<file path="config.mk">
export PLATFORM = sky130hd
export DESIGN_NAME = tx_buff_rd_ctrl
export DESIGN_NICKNAME = d
export VERILOG_FILES = /design/src/rtl/tx_buff_rd_ctrl_pkg.sv /design/src/rtl/tx_skid_buf.sv /design/src/rtl/tx_buff_rd_ctrl.sv
export SDC_FILE = /design/constraint.sdc
export NUM_CORES = 1
export LEC_CHECK = 0
export BUFFER_PORTS_ARGS = -buffer_cell sky130_fd_sc_hd__buf_2
export CAP_MARGIN = 15
export CORE_ASPECT_RATIO = 0.9
export CORE_MARGIN = 5
export CORE_UTILIZATION = 40
export DETAILED_ROUTE_END_ITERATION = 16
export PLACE_DENSITY_LB_ADDON = 0.08
export SKIP_LAST_GASP = 1
export SYNTH_ARGS = -nofsm -noshare
export SYNTH_HDL_FRONTEND = slang
export SYNTH_SLANG_ARGS = --single-unit
</file>
<file path="constraint.sdc">
create_clock -name clk -period 22.7 [get_ports clk]
set_input_delay 4.54 -clock clk [delete_from_list [all_inputs] [get_ports clk]]
set_output_delay 4.54 -clock clk [all_outputs]
set_load 0.02 [all_outputs]
</file>
<file path="src/rtl/tx_buff_rd_ctrl_pkg.sv">
// ---------------------------------------------------------------------------
// tx_buff_rd_ctrl_pkg
// Shared definitions for the TX buffer read side: read FSM state encoding,
// header length field position and the keep value used on non-final beats.
// ---------------------------------------------------------------------------
package tx_buff_rd_ctrl_pkg;

  typedef enum logic [2:0] {
    ST_IDLE  = 3'd0,
    ST_ARM   = 3'd1,
    ST_STRM  = 3'd2,
    ST_DRAIN = 3'd3,
    ST_SYNC  = 3'd4
  } rd_state_t;

  // Frame length field inside the header QW.
  localparam int HDR_LEN_MSB = 47;
  localparam int HDR_LEN_LSB = 32;

  localparam logic [7:0] KEEP_ALL = 8'hFF;

  // A zero-length frame still carries one data QW.
  function automatic logic [12:0] eff_len(input logic [12:0] len);
    return (len == 13'd0) ? 13'd1 : len;
  endfunction

endpackage

</file>
<file path="src/rtl/tx_skid_buf.sv">
// ---------------------------------------------------------------------------
// tx_skid_buf
// Two-entry output buffer between the buffer read port and the AXI4-Stream
// master. The head entry drives the stream outputs directly (registered); the
// second entry absorbs a read that was already in flight when the MAC stalled.
// Ports:
//   clk, rst                      clock, async active-high reset
//   push, push_data/keep/last     beat arriving from the buffer read
//   m_tdata/m_tkeep/m_tvalid/
//   m_tlast, m_tready             AXI4-Stream master
//   count                         number of occupied entries (0..2)
// ---------------------------------------------------------------------------
module tx_skid_buf (
  input  logic        clk,
  input  logic        rst,
  input  logic        push,
  input  logic [63:0] push_data,
  input  logic [7:0]  push_keep,
  input  logic        push_last,
  input  logic        m_tready,
  output logic [63:0] m_tdata,
  output logic [7:0]  m_tkeep,
  output logic        m_tvalid,
  output logic        m_tlast,
  output logic [1:0]  count
);

  logic [63:0] e1_data;
  logic [7:0]  e1_keep;
  logic        e1_last;
  logic        e1_valid;
  logic        pop;

  assign pop   = m_tvalid & m_tready;
  // The second entry is only ever filled while the head is occupied.
  assign count = {e1_valid, m_tvalid & ~e1_valid};

  // The caller never pushes into a full buffer, so a push without a pop
  // always finds a free slot.
  always_ff @(posedge clk or posedge rst) begin
    if (rst) begin
      m_tdata  <= '0;
      m_tkeep  <= '0;
      m_tlast  <= 1'b0;
      m_tvalid <= 1'b0;
      e1_data  <= '0;
      e1_keep  <= '0;
      e1_last  <= 1'b0;
      e1_valid <= 1'b0;
    end else if (pop) begin
      if (e1_valid) begin
        m_tdata <= e1_data;
        m_tkeep <= e1_keep;
        m_tlast <= e1_last;
        if (push) begin
          e1_data <= push_data;
          e1_keep <= push_keep;
          e1_last <= push_last;
        end else begin
          e1_valid <= 1'b0;
        end
      end else if (push) begin
        m_tdata <= push_data;
        m_tkeep <= push_keep;
        m_tlast <= push_last;
      end else begin
        m_tvalid <= 1'b0;
      end
    end else if (push) begin
      if (!m_tvalid) begin
        m_tdata  <= push_data;
        m_tkeep  <= push_keep;
        m_tlast  <= push_last;
        m_tvalid <= 1'b1;
      end else begin
        e1_data  <= push_data;
        e1_keep  <= push_keep;
        e1_last  <= push_last;
        e1_valid <= 1'b1;
      end
    end
  end

endmodule

</file>
<file path="src/rtl/tx_buff_rd_ctrl.sv">
// ---------------------------------------------------------------------------
// tx_buff_rd_ctrl
// Reads frames out of the TX buffer and streams them to the MAC. Each frame
// is a header QW followed by qw_len data QWs; only the data QWs are streamed.
// In cut-through mode reads stall whenever they catch up with the producer.
// Ports:
//   clk, rst            clock, async active-high reset
//   trig, qw_len,
//   lst_ben, rsk        frame-ready pulse, length, last-QW byte enables,
//                       cut-through-allowed flag
//   rsk_tk              cut-through ownership claim
//   sync                one-cycle pulse: rd_addr points at the next header
//   rd_addr, rd_data    buffer read port (1-cycle latency)
//   committed_prod      producer pointer
//   cons                consumer pointer handed back once a frame is done
//   m_t*                AXI4-Stream master
// ---------------------------------------------------------------------------
module tx_buff_rd_ctrl
  import tx_buff_rd_ctrl_pkg::*;
#(
  parameter int BW = 9
) (
  input  logic          clk,
  input  logic          rst,
  input  logic          trig,
  input  logic [12:0]   qw_len,
  input  logic [7:0]    lst_ben,
  input  logic          rsk,
  output logic          rsk_tk,
  output logic          sync,
  output logic [BW-1:0] rd_addr,
  input  logic [63:0]   rd_data,
  input  logic [BW:0]   committed_prod,
  output logic [BW:0]   cons,
  output logic [63:0]   m_tdata,
  output logic [7:0]    m_tkeep,
  output logic          m_tvalid,
  output logic          m_tlast,
  input  logic          m_tready
);

  rd_state_t   state;
  logic [BW:0] rp;
  logic [12:0] len_q;
  logic [7:0]  ben_q;
  logic [12:0] rd_cnt;
  logic        arm_wait;
  logic        sync_wait;
  logic        rd_vld;
  logic [7:0]  rd_keep;
  logic        rd_last;

  logic [1:0]  skid_count;
  logic        pop;
  logic [2:0]  occ;
  logic        room;
  logic        ct_block;
  logic        issue;
  logic        issue_last;

  assign rd_addr = rp[BW-1:0];
  assign pop     = m_tvalid & m_tready;

  // Entries held plus the read in flight, minus the beat leaving this cycle,
  // must leave a slot for the new read when it lands next cycle.
  always_comb begin
    occ        = 3'(skid_count) + 3'(rd_vld) - 3'(pop);
    room       = (occ < 3'd2);
    ct_block   = rsk_tk && (rp == committed_prod);
    issue      = (state == ST_STRM) && room && !ct_block;
    issue_last = ((rd_cnt + 13'd1) == len_q);
  end

  // Single FSM: frame setup, one read per cycle while there is room, wait for
  // the final beat to leave, then let the header read settle before sync.
  always_ff @(posedge clk or posedge rst) begin
    if (rst) begin
      state     <= ST_IDLE;
      rp        <= '0;
      cons      <= '0;
      len_q     <= '0;
      ben_q     <= '0;
      rd_cnt    <= '0;
      arm_wait  <= 1'b0;
      sync_wait <= 1'b0;
      rd_vld    <= 1'b0;
      rd_keep   <= '0;
      rd_last   <= 1'b0;
      sync      <= 1'b0;
      rsk_tk    <= 1'b0;
    end else begin
      sync   <= 1'b0;
      rd_vld <= issue;
      case (state)
        ST_IDLE: begin
          if (trig) begin
            len_q  <= eff_len(qw_len);
            ben_q  <= lst_ben;
            rd_cnt <= '0;
            rp     <= rp + 1'b1;
            state  <= ST_STRM;
          end else if (rsk) begin
            rsk_tk   <= 1'b1;
            arm_wait <= 1'b0;
            state    <= ST_ARM;
          end
        end
        ST_ARM: begin
          if (!arm_wait) begin
            arm_wait <= 1'b1;
          end else begin
            len_q  <= eff_len(qw_len);
            ben_q  <= lst_ben;
            rd_cnt <= '0;
            rp     <= rp + 1'b1;
            state  <= ST_STRM;
          end
        end
        ST_STRM: begin
          if (issue) begin
            rp      <= rp + 1'b1;
            rd_cnt  <= rd_cnt + 13'd1;
            rd_last <= issue_last;
            rd_keep <= issue_last ? ben_q : KEEP_ALL;
            if (issue_last) state <= ST_DRAIN;
          end
        end
        ST_DRAIN: begin
          if (pop && m_tlast) begin
            cons      <= rp;
            sync_wait <= 1'b0;
            state     <= ST_SYNC;
          end
        end
        ST_SYNC: begin
          if (!sync_wait) begin
            sync_wait <= 1'b1;
          end else begin
            sync   <= 1'b1;
            rsk_tk <= 1'b0;
            state  <= ST_IDLE;
          end
        end
        default: state <= ST_IDLE;
      endcase
    end
  end

  tx_skid_buf u_skid (
    .clk      (clk),
    .rst      (rst),
    .push     (rd_vld),
    .push_data(rd_data),
    .push_keep(rd_keep),
    .push_last(rd_last),
    .m_tready (m_tready),
    .m_tdata  (m_tdata),
    .m_tkeep  (m_tkeep),
    .m_tvalid (m_tvalid),
    .m_tlast  (m_tlast),
    .count    (skid_count)
  );

endmodule

</file>
Word level (Yosys, flattened, before mapping)

Index checks and enable logic that the tools add are counted.

Output and inout port bits: 95
Bits of input ports: 100
Logic and storage cells: 146
Flip-flop bits (word level): 219

Bitwise gates (word level): 3
Reductions and logical operators: 26
Muxes and demuxes: 71
Eq/ne operators: 20
Order comparisons: 1
$add $sub $neg: 4

Operators by type and width:

| kind                  | number |
|---|---|
| $mux 64               | 9 |
| $mux 8                | 12 |
| $mux 13               | 6 |
| $pmux 13 s3           | 1 |
| $mux 10               | 3 |
| $pmux 10 s3           | 1 |
| $mux 1                | 26 |
| $pmux 13 s2           | 1 |
| $ne 2x2->1 const B    | 12 |
| $mux 3                | 7 |
| $pmux 8 s2            | 1 |
| $pmux 3 s5            | 1 |
| $add 13x1->13 const B | 1 |
| $eq 13x13->1          | 1 |
| $logic_not 13->1      | 1 |
| $reduce_and 3->1      | 4 |
| $reduce_and 4->1      | 3 |
| $reduce_bool 2->1     | 6 |
| $add 10x1->10 const B | 1 |
| $eq 10x10->1          | 1 |
| $reduce_and 2->1      | 4 |
| $eq 3x2->1 const B    | 2 |
| $pmux 1 s2            | 3 |
| $reduce_and 6->1      | 1 |
| 13 further kinds      | 17 |

Logic depth before layout (Yosys ltp)

Gate-level depths: netlist of the first run.

Depth in word-level cells: 9
Depth in mapped cells: 14
Depth with buffers taken out: 11

Hierarchy

Synthesis of the first run repeated with hierarchy kept, for this count alone.

Cells, all modules: 978
Area total of the unflattened synthesis: 10,948.0 sq um

By module, submodules not included:

| module          | times used | area each (sq um) | cells each | seq. area each (sq um) |
|---|---|---|---|---|
| tx_skid_buf     | 1          | 7,318.3           | 624        | 3,703.6 |
| tx_buff_rd_ctrl | 1          | 3,629.7           | 354        | 1,776.7 |

Worst setup path before layout of the first run

OpenSTA, ideal clock, no wires.

Path type: in2reg
Start point: input m_tready
End point: register rp[1]
Data arrival time: 7.289 ns
Library setup time: 0.125 ns
Buffers on the path: 3
Slack: 15.286 ns
Required time: 22.575 ns
Stages on the path: 12
Path through: nand2_1 > and3_1 > clkbuf_1 > clkbuf_1 > o21ai_0 > fa_1 > xnor2_1 > nand3_1 > a211o_1 > a21oi_1 > clkbuf_1 > mux2_2

Word-level cells in the longest chain between the ends: 7

RTL lines:

| item                              | RTL line               | RTL |
|---|---|---|
| start: declaration                | tx_buff_rd_ctrl.sv:39  | `input logic m_tready` |
| $and 1x1->1                       | tx_buff_rd_ctrl.sv:62  | `assign pop = m_tvalid & m_tready;` |
| $sub 3x1->3                       | tx_buff_rd_ctrl.sv:67  | `occ = 3'(skid_count) + 3'(rd_vld) - 3'(pop);` |
| $lt 3x2->1                        | tx_buff_rd_ctrl.sv:68  | `room = (occ < 3'd2);` |
| $logic_and 1x1->1 (2 in series)   | tx_buff_rd_ctrl.sv:70  | `issue = (state == ST_STRM) && room && !ct_block;` |
| $ne 2x2->1 (no source line)       | n/a                    |  |
| $reduce_and 4->1 (no source line) | n/a                    |  |
| end signal: assignment            | tx_buff_rd_ctrl.sv:100 | `rp <= rp + 1'b1;` |
| end signal: assignment            | tx_buff_rd_ctrl.sv:115 | `rp <= rp + 1'b1;` |
| end signal: assignment            | tx_buff_rd_ctrl.sv:121 | `rp <= rp + 1'b1;` |
| end: declaration                  | tx_buff_rd_ctrl.sv:43  | `logic [BW:0] rp;` |

Every way passes these cells.
A chain may end at the register's enable or synchronous reset.

Worst setup path after layout of the first run

Start point: input m_tready
End point: register rd_cnt[10]

Word-level cells in the longest chain between the ends: 7

RTL lines:

| item                              | RTL line               | RTL |
|---|---|---|
| $and 1x1->1                       | tx_buff_rd_ctrl.sv:62  |  |
| $sub 3x1->3                       | tx_buff_rd_ctrl.sv:67  |  |
| $lt 3x2->1                        | tx_buff_rd_ctrl.sv:68  |  |
| $logic_and 1x1->1 (2 in series)   | tx_buff_rd_ctrl.sv:70  |  |
| $ne 2x2->1 (no source line)       | n/a                    |  |
| $reduce_and 4->1 (no source line) | n/a                    |  |
| end signal: assignment            | tx_buff_rd_ctrl.sv:122 | `rd_cnt <= rd_cnt + 13'd1;` |
| end: declaration                  | tx_buff_rd_ctrl.sv:46  | `logic [12:0] rd_cnt;` |

Every way passes these cells.

==> metrics.cfg, run 1 <==
[finish]
fin_nets=1118
utilization_pct=48.9
fin_area_mm2=0.0118
n_antenna_cell=0
area_growth_pct=20.9
drive_above_1_share_pct=34.1

[power]
cellPowerDensity_mw_per_mm2=75.6
p_switching_w=0.000207
p_sw_share_pct=23.1
combPwrFrac_pct=7.4
clkPwrFrac_pct=45.6
peakVddDrop_mv=0.0393
p_seq_share_pct=46.9
leakage_nw=5.71
p_int_w=0.000686

[synth]
synth_area_leaders=dfrtp_1, mux2_2, mux2i_1
yosysMostFrequentCell=dfrtp_1
synthArstFlopShare_pct=100
syn_avg_cell_area_um2=11.5
synth_top_family_by_area=multiplexers
ys_seq_area_share_pct=56.1
synth_edf_count=0
synth_flop_cell=dfrtp_1
yosys.area.top_type=dfrtp_1
synthCells=847
syn_area_mm2=0.00976
synthMuxAreaShare_pct=18.7
ys_warn_count=0
synth_top_area_share_pct=56.1
synth_compound_area_share_pct=9.13
synthSimpleGateAreaFrac_pct=9.14
synthesis.nets=950
ys_ff_latch=219
yosys.cell_types.count=56
synth_xor_area_share_pct=3.14
synth_fa_ha_area_share_pct=0.461
synthTopCellsByCount=dfrtp_1, nand2_1, o21ai_0

[route]
avgViaCountPerCell=5.02
drcViolationCount=0
routed_wl_mm=22.0
vias=6728
drtIter0Drc=388
routedWlPerCell_um=16.4
ant_nets=0
drt_first_pass_iters=4

[clock_network]
clk_pin_slew_ns=0.06
clk_path_buf_depth=3
clock_latency_ns=0.51
h-tree-depth=1
cts_tree=yes
ctsResizeCount=0
post_cts_buffers=0
cts_hold_buffers=0
clockRootBuffer=clkbuf_16
cts.sinks=219
cts_made_buffers=25

[worst_hold_path]
worstHoldEndpoint=u_skid.m_tdata[53]
hold_class=register to register
min_from=u_skid.m_tdata[53]
hold_depth=2

[timing]
hold_violations=0
worst_pin_slew_ns=1.09
timing.final.crit_period_ns=7.08
slew_headroom_pct=27.1
fin_skew_ns=0.00782
rsz0062_at_grt=false
fin_ws_ns=15.62
max_freq_mhz=141
report.final.slew_viol_count=0
tns_ns=0
layout_worst_path_cycle_share_pct=31.2
setup_viol=0
timing.hold.ws_ns=0.470

[worst_setup_path]
crit_path_max_fanout=23
r2r-start=u_skid.e1_valid
path_class=input port to register
cp.required_ns=23.09
worst_ep_arrival_time_ns=7.47
r2r_end=rd_cnt[10]
crit_buf_inv=2
cp_cell_sequence=buf_2 -> and3_4 -> fa_1 -> nand3_1 -> or2_0 -> inv_1 -> a21bo_2 -> a22o_1
worst_path_max_delay_cell=or2_0
crit_path_max_incr_delay_ns=0.63
endpoint_kind=register
r2r_cells=11
start_kind=input port
cpLargestDelayFamily=simple AND/OR/NAND/NOR gates
reg2reg_setup_slack_ns=19.21

[global_routing]
grt_pass1_vias=6785
grt_max_degree=117
grt_usage_pct=15.7
grt-ovfl-total=0
grt_pass1_wl_mm=36.1
antenna_found_initial=0

[floorplanning]
dieHeight_um=158
dieArea_mm2=0.0276
die_w_um=175
start_util_pct=40.5
rows=54
core-area_mm2=0.0241
num_io_pins=195

[placement]
placed_cell_area_mm2=0.0109
dp_hpwl_mm=14.7
place_congestion=0.796
port_buffers=194
post-place-ws_ns=15.08

[run_status]
outcome=complete, no violations

[job]
maxCapViolations=0

tightest hold or removal path, delay by kind of cell (launching register included):
kind | cells | cell delay, ns
DFF | 1 | 0.33
AOI/OAI and AO/OA | 1 | 0.06
and+or+nand+nor | 1 | 0.05
power groups by stage:
stage / Sequential [W] / Combinational [W] / Clock, W
floorplan: 0.000420 / 0.0000493 / 0
global placement: 0.000426 / 0.0000675 / 0
detailed placement: 0.000426 / 0.0000676 / 0
CTS: 0.000419 / 0.0000680 / 0.000420
global route: 0.000421 / 0.0000757 / 0.000435
finish: 0.000419 / 0.0000664 / 0.000407
cells by family (layout without fill, tap and decap cells):
family	count (synthesis)	count (layout)
muxes	170	170
DFF	219	219
buffers and inverters	77	263
AOI/OAI and AO/OA	153	153
and+or+nand+nor	190	190
adders and majority gates	3	3
xor gates and xnor gates	35	35
sequential cells by signal (all words and copies together) (netlist names), 3 cells and up:
signal          cells
rd_keep             8
rd_cnt             13
state               3
cons               10
u_skid.m_tdata     64
rp                 10
u_skid.e1_data     64
u_skid.e1_keep      8
len_q              13
u_skid.m_tkeep      8
ben_q               8
cells in the final DEF (no fill, tap or decap), drive strengths merged, types with 2 or more instances in the layout:
cell	synthesis	layout
nand4	9	9
buf	17	202
or4	2	2
mux2	95	95
nor4	4	4
nand2	100	100
clkbuf	44	39
and4	3	3
xnor2	30	30
dfrtp	219	219
nand2b	2	2
nor3	8	8
ha	2	2
a21oi	10	10
a211o	3	3
o21bai	2	2
a21o	3	3
nand3	12	12
a31oi	11	11
clkinv	0	5
nor2b	3	3
a22o	8	8
inv	16	16
a21bo	2	2
o31ai	2	2
mux2i	75	75
xor2	5	5
and3	9	9
nor2	30	30
o21ai	99	99
a211oi	3	3
and2	2	2
stage by stage:
stage               total power, W  instances
floorplan                 0.000470        847
global route              0.000932       1341
global placement          0.000493       1296
detailed placement        0.000494       1296
CTS                       0.000907       1341
finish                    0.000893       1341
per-layer routing:
| layer | up-vias | global-route usage (%) | share of wire, % |
|---|---|---|---|
| li1 | 3308 | - | - |
| met1 | 3259 | 23.4 | 49 |
| met3 | 26 | 3.01 | 4.3 |
| met5 | - | 0 | 0 |
| met2 | 135 | 24.3 | 45 |
| met4 | 0 | 3.10 | 1.5 |
how the worst max path moves through the flow:
stage	to	start	slack (ns)	cells past startpoint
final	rd_cnt[10]	m_tready	15.62	8
after global routing	rd_cnt[10]	m_tready	15.43	11
after CTS	rd_cnt[10]	m_tready	15.61	8
after detailed placement	rd_cnt[10]	m_tready	15.08	8
after global placement	rd_cnt[10]	m_tready	15.10	8
after floorplan	arm_wait	rst	12.17	1
layout make-up:
class / instances / area, um^2
fill: 2260 / 12300
tap: 308 / 385
clock buffer: 39 / 798
inverter: 16 / 67.6
timing repair buffer: 202 / 1030
clock inverter: 6 / 55.1
sequential: 219 / 5480
multi-input combinational: 551 / 3980
(Power assumes the default switching activity.)
==> run 2: changes to the inputs <==
Clock period 22.7 ns to 6.7 ns, I/O delays scaled along.
==> metrics.cfg, run 2 (synthesis results as in run 1) <==
[timing]
setup_viol=0  ; unchanged
timing.hold.ws_ns=0.473  ; +0.00250 ns
timing.final.crit_period_ns=4.00
slew_headroom_pct=32.8  ; +5.7 points
rsz0062_at_grt=false
fin_skew_ns=0.00885  ; +0.00102 ns
tns_ns=0  ; unchanged
hold_violations=0  ; unchanged
max_freq_mhz=250
worst_pin_slew_ns=1.01  ; -0.0851 ns
report.final.slew_viol_count=0  ; unchanged
layout_worst_path_cycle_share_pct=59.6

[clock_network]
h-tree-depth=1  ; unchanged
cts_hold_buffers=0  ; unchanged
clockRootBuffer=clkbuf_16
clk_pin_slew_ns=0.06  ; about the same
clock_latency_ns=0.51  ; about the same
ctsResizeCount=0  ; unchanged
clk_path_buf_depth=3  ; unchanged
cts_tree=yes
post_cts_buffers=0  ; unchanged
cts.sinks=219  ; unchanged
cts_made_buffers=25  ; unchanged

[finish]
largestRegisters=u_skid.e1_data x64, u_skid.m_tdata x64
area_growth_pct=20.5
regArea_mm2=0.00548  ; unchanged
utilization_pct=48.8  ; -0.17 points
fin_area_mm2=0.0118  ; -0.34%
final_common_cell=dfrtp_1
multi_input_area_mm2=0.00398  ; unchanged
nFillCells=2213  ; -2.1%
drive_above_1_share_pct=33.7  ; -0.35 points
most-common-layout-cells=dfrtp_1, buf_2, nand2_1
n_antenna_cell=0  ; unchanged
fin_nets=1119  ; +0.089%

[global_routing]
antenna_found_initial=0  ; unchanged
grt_usage_pct=15.2  ; -0.49 points
grt_pass1_vias=6469  ; -4.7%
grt-ovfl-total=0  ; unchanged
grt_pass1_wl_mm=35.1  ; -2.8%
grt_max_degree=172  ; +47%

[power]
power_w=0.00295  ; +230%
leakage_nw=5.68  ; -0.52%
peakVddDrop_mv=0.158  ; +300%
cellPowerDensity_mw_per_mm2=251  ; +230%

[floorplanning]
dieHeight_um=158  ; unchanged
rows=54  ; unchanged
die_w_um=175  ; unchanged
num_io_pins=195  ; unchanged
core-area_mm2=0.0241  ; unchanged
dieArea_mm2=0.0276  ; unchanged
start_util_pct=40.5  ; unchanged

[route]
routed_wl_mm=21.7  ; -1.7%
ant_nets=0  ; unchanged
drtIter0Drc=396  ; +2.1%
vias=6638  ; -1.3%
routedWlPerCell_um=16.2  ; -1.6%
drt_first_pass_iters=5  ; +1
drcViolationCount=0  ; unchanged
avgViaCountPerCell=4.95  ; -1.3%

[placement]
dp_hpwl_mm=14.3  ; -2.5%
place_congestion=0.814  ; +2.2%
placed_cell_area_mm2=0.0110  ; +0.15%
port_buffers=194  ; unchanged

[worst_setup_path]
crit_path_max_fanout=23  ; unchanged
start_kind=input port
worst_ep_arrival_time_ns=4.39  ; -3.08 ns
cp.required_ns=7.09  ; -16.00 ns
endpoint_kind=register
path_class=input port to register

[run_status]
outcome=complete, no violations

[worst_hold_path]
hold_class=register to register

[job]
maxCapViolations=0  ; unchanged

-- run 2: final cells by class --
type / count / area share [%]
Clock buffer: 40 / 6.65
Clock inverter: 3 / 0.128
Inverter: 16 / 0.543
Multi-Input combinational cell: 551 / 33.9
Sequential cell: 219 / 46.6
Tap cell: 308 / 3.28
Timing Repair Buffer: 203 / 8.94
-- run 2: worst paths after layout --
path,startpoint,endpoint,slack (ns),depth (start not counted)
max,m_tready,rd_cnt[10],2.70,8
min,u_skid.m_tdata[13],u_skid.m_tdata[13],0.47,2
max reg2reg,u_skid.e1_valid,rd_cnt[10],3.19,11
min reg2reg,u_skid.m_tdata[13],u_skid.m_tdata[13],0.47,2
max in group asynchronous,rst,u_skid.m_tdata[22],4.23,4
min in group asynchronous,rst,cons[7],1.08,3
-- run 2: routing by layer --
metal | part of all wire [%] | up-vias | global-route usage (%)
li1 | - | 3305 | -
met1 | 48 | 3157 | 22.6
met2 | 45 | 147 | 23.6
met3 | 5.0 | 29 | 2.91
met4 | 1.8 | 0 | 2.99
met5 | 0 | - | 0
-- run 2: where the power goes --
group / internal [W] / total [W] / switching [W] / leakage (nW)
registers: 0.00137 / 0.00142 / 0.0000460 / 2.99
clock network: 0.000791 / 0.00131 / 0.000520 / 0.398
logic: 0.000103 / 0.000224 / 0.000121 / 2.29
-- run 2: worst max-delay path, stage by stage --
cell and delay, ns:
buf_2 0.15, and3_4 0.45, fa_1 0.49, nand3_1 0.12, or2_0 0.67, inv_1 0.60, a21bo_2 0.34, a22o_1 0.22
-- run 2: per-stage QoR --
| step | instances | setup slack, ns |
|---|---|---|
| 2_1_floorplan | 847 | 2.49 |
| 3_3_place_gp | 1297 | 2.25 |
| 3_5_place_dp | 1297 | 2.17 |
| 4_1_cts | 1340 | 2.71 |
| 5_1_grt | 1340 | 2.50 |
| 6_report | 1340 | 2.70 |
==> run 3: changes to the inputs <==
Clock period 6.7 ns to 3.7 ns, I/O delays scaled along.
==> metrics.cfg, run 3 (synthesis results as in run 1) <==
[worst_setup_path]
worst_ep_arrival_time_ns=3.36  ; -1.03 ns
path_class=register to register
start_kind=register
cp.required_ns=4.10  ; -2.99 ns
crit_path_max_fanout=22  ; -4.3%
endpoint_kind=register

[global_routing]
grt_pass1_vias=6765  ; +4.6%
grt_pass1_wl_mm=36.1  ; +3.0%
grt-ovfl-total=0  ; unchanged
grt_max_degree=79  ; -54%
grt_usage_pct=15.8  ; +0.59 points
antenna_found_initial=0  ; unchanged

[route]
routedWlPerCell_um=16.2  ; +0.39%
wl_met3_um=942  ; -13%
routed_wl_mm=21.8  ; +0.76%
avgViaCountPerCell=4.96  ; +0.20%
drcViolationCount=0  ; unchanged
wl_met1_mm=10.5  ; about the same
routed-wl-met2_mm=10.0  ; +3.0%
vias=6676  ; +0.57%
drtIter0Drc=327  ; -17%
dr.max_layer_used=met4
ant_nets=0  ; unchanged
drt_first_pass_iters=4  ; -1

[finish]
final_common_cell=dfrtp_1
drive_above_1_share_pct=33.8  ; about the same
area_growth_pct=21.8
most-common-layout-cells=dfrtp_1, buf_2, nand2_1
utilization_pct=49.3  ; +0.52 points
fin_nets=1123  ; +0.36%
n_antenna_cell=0  ; unchanged
nFillCells=2268  ; +2.5%
largestRegisters=u_skid.e1_data x64, u_skid.m_tdata x64

[job]
maxCapViolations=0  ; unchanged

[timing]
tns_ns=0  ; unchanged
setup_viol=0  ; unchanged
worst_pin_slew_ns=1.04  ; +0.0308 ns
fin_ws_ns=0.737  ; -1.97 ns
fin_skew_ns=0.00735  ; -0.00149 ns
rsz0062_at_grt=false
layout_worst_path_cycle_share_pct=80.1
report.final.slew_viol_count=0  ; unchanged
hold_violations=0  ; unchanged
timing.final.crit_period_ns=2.96
slew_headroom_pct=30.7  ; -2.1 points
max_freq_mhz=337

[clock_network]
clk_path_buf_depth=3  ; unchanged
post_cts_buffers=0  ; unchanged
cts.sinks=219  ; unchanged
clock_latency_ns=0.51  ; about the same
h-tree-depth=1  ; unchanged
clk_pin_slew_ns=0.06  ; about the same
cts_made_buffers=24  ; -4.0%
cts_tree=yes
clockRootBuffer=clkbuf_16
cts_hold_buffers=0  ; unchanged
ctsResizeCount=0  ; unchanged

[power]
peakVddDrop_mv=0.349  ; +120%
leakage_nw=5.73  ; +0.94%
cellPowerDensity_mw_per_mm2=462  ; +84%

[run_status]
outcome=complete, no violations

[floorplanning]
dieHeight_um=158  ; unchanged
start_util_pct=40.5  ; unchanged
core-area_mm2=0.0241  ; unchanged
die_w_um=175  ; unchanged
num_io_pins=195  ; unchanged
dieArea_mm2=0.0276  ; unchanged
rows=54  ; unchanged

[worst_hold_path]
hold_class=input port to async pin

[placement]
dp_hpwl_mm=14.9  ; +4.0%
port_buffers=194  ; unchanged
post-place-ws_ns=0.434  ; -1.74 ns
place_congestion=0.786  ; -3.4%

==> run 3: cell types whose count changed in the layout (fill, tap and decap cells not counted) <==
| cell | before | now |
|---|---|---|
| clkbuf_8 | 10 | 3 |
| clkinv_2 | 3 | 2 |
| buf_12 | 1 | 5 |
| clkbuf_1 | 5 | 8 |
| bufinv_16 | 0 | 4 |
| inv_6 | 0 | 1 |
| buf_4 | 8 | 9 |
==> run 3: final timing paths <==
path	start	to	slack [ns]	cells past startpoint
hold / removal	rst	state[2]	0.35	2
max in group asynchronous	rst	u_skid.e1_data[38]	2.52	3
setup reg to reg	u_skid.e1_valid	rd_cnt[10]	0.74	12
min in group clk	lst_ben[4]	ben_q[4]	0.44	3
hold reg to reg	u_skid.m_tdata[37]	u_skid.m_tdata[37]	0.47	2
setup / recovery	u_skid.e1_valid	rd_cnt[10]	0.74	12
==> run 3: metrics by stage <==
step,hold slack (ns),cell area [um^2],cells,total power [W]
after CTS,0.355,11900,1345,0.00560
after detailed placement,0.465,11100,1302,0.00303
after global routing,0.392,11900,1345,0.00576
final,0.352,11900,1345,0.00550
after floorplan,0.471,9760,847,0.00288
after global placement,0.457,11100,1302,0.00303
==> run 3: worst max-delay path, cell delays in order, from the launching register on <==
cell and delay (ns):
dfrtp_1 0.47, inv_1 0.12, nand2_1 0.11, and3_4 0.19, o21ai_0 0.11, fa_1 0.39, xnor2_1 0.14, nand3_1 0.12
a211o_1 0.33, a21oi_1 0.22, buf_12 0.19, a21bo_2 0.23, a22o_1 0.22
==> run 3: power by group <==
part           switching [W]  internal (W)
clock network       0.000940       0.00158
registers          0.0000837       0.00248
logic               0.000220      0.000191
==> run 3: cell type report <==
| cell class | count | area, um^2 | area share [%] |
|---|---|---|---|
| sequential | 219 | 5480 | 46.1 |
| tap | 308 | 385 | 3.24 |
| multi-input combinational | 551 | 3980 | 33.5 |
| clock inverter | 7 | 139 | 1.17 |
| inverter | 16 | 63.8 | 0.537 |
| clock buffer | 36 | 697 | 5.86 |
| timing repair buffer | 208 | 1140 | 9.58 |
==> run 3: routing by layer <==
metal / vias to the layer above / GRT usage (%)
met4: 0 / 3.74
li1: 3297 / -
met3: 32 / 2.60
met2: 134 / 25.1
met1: 3213 / 23.1
met5: - / 0
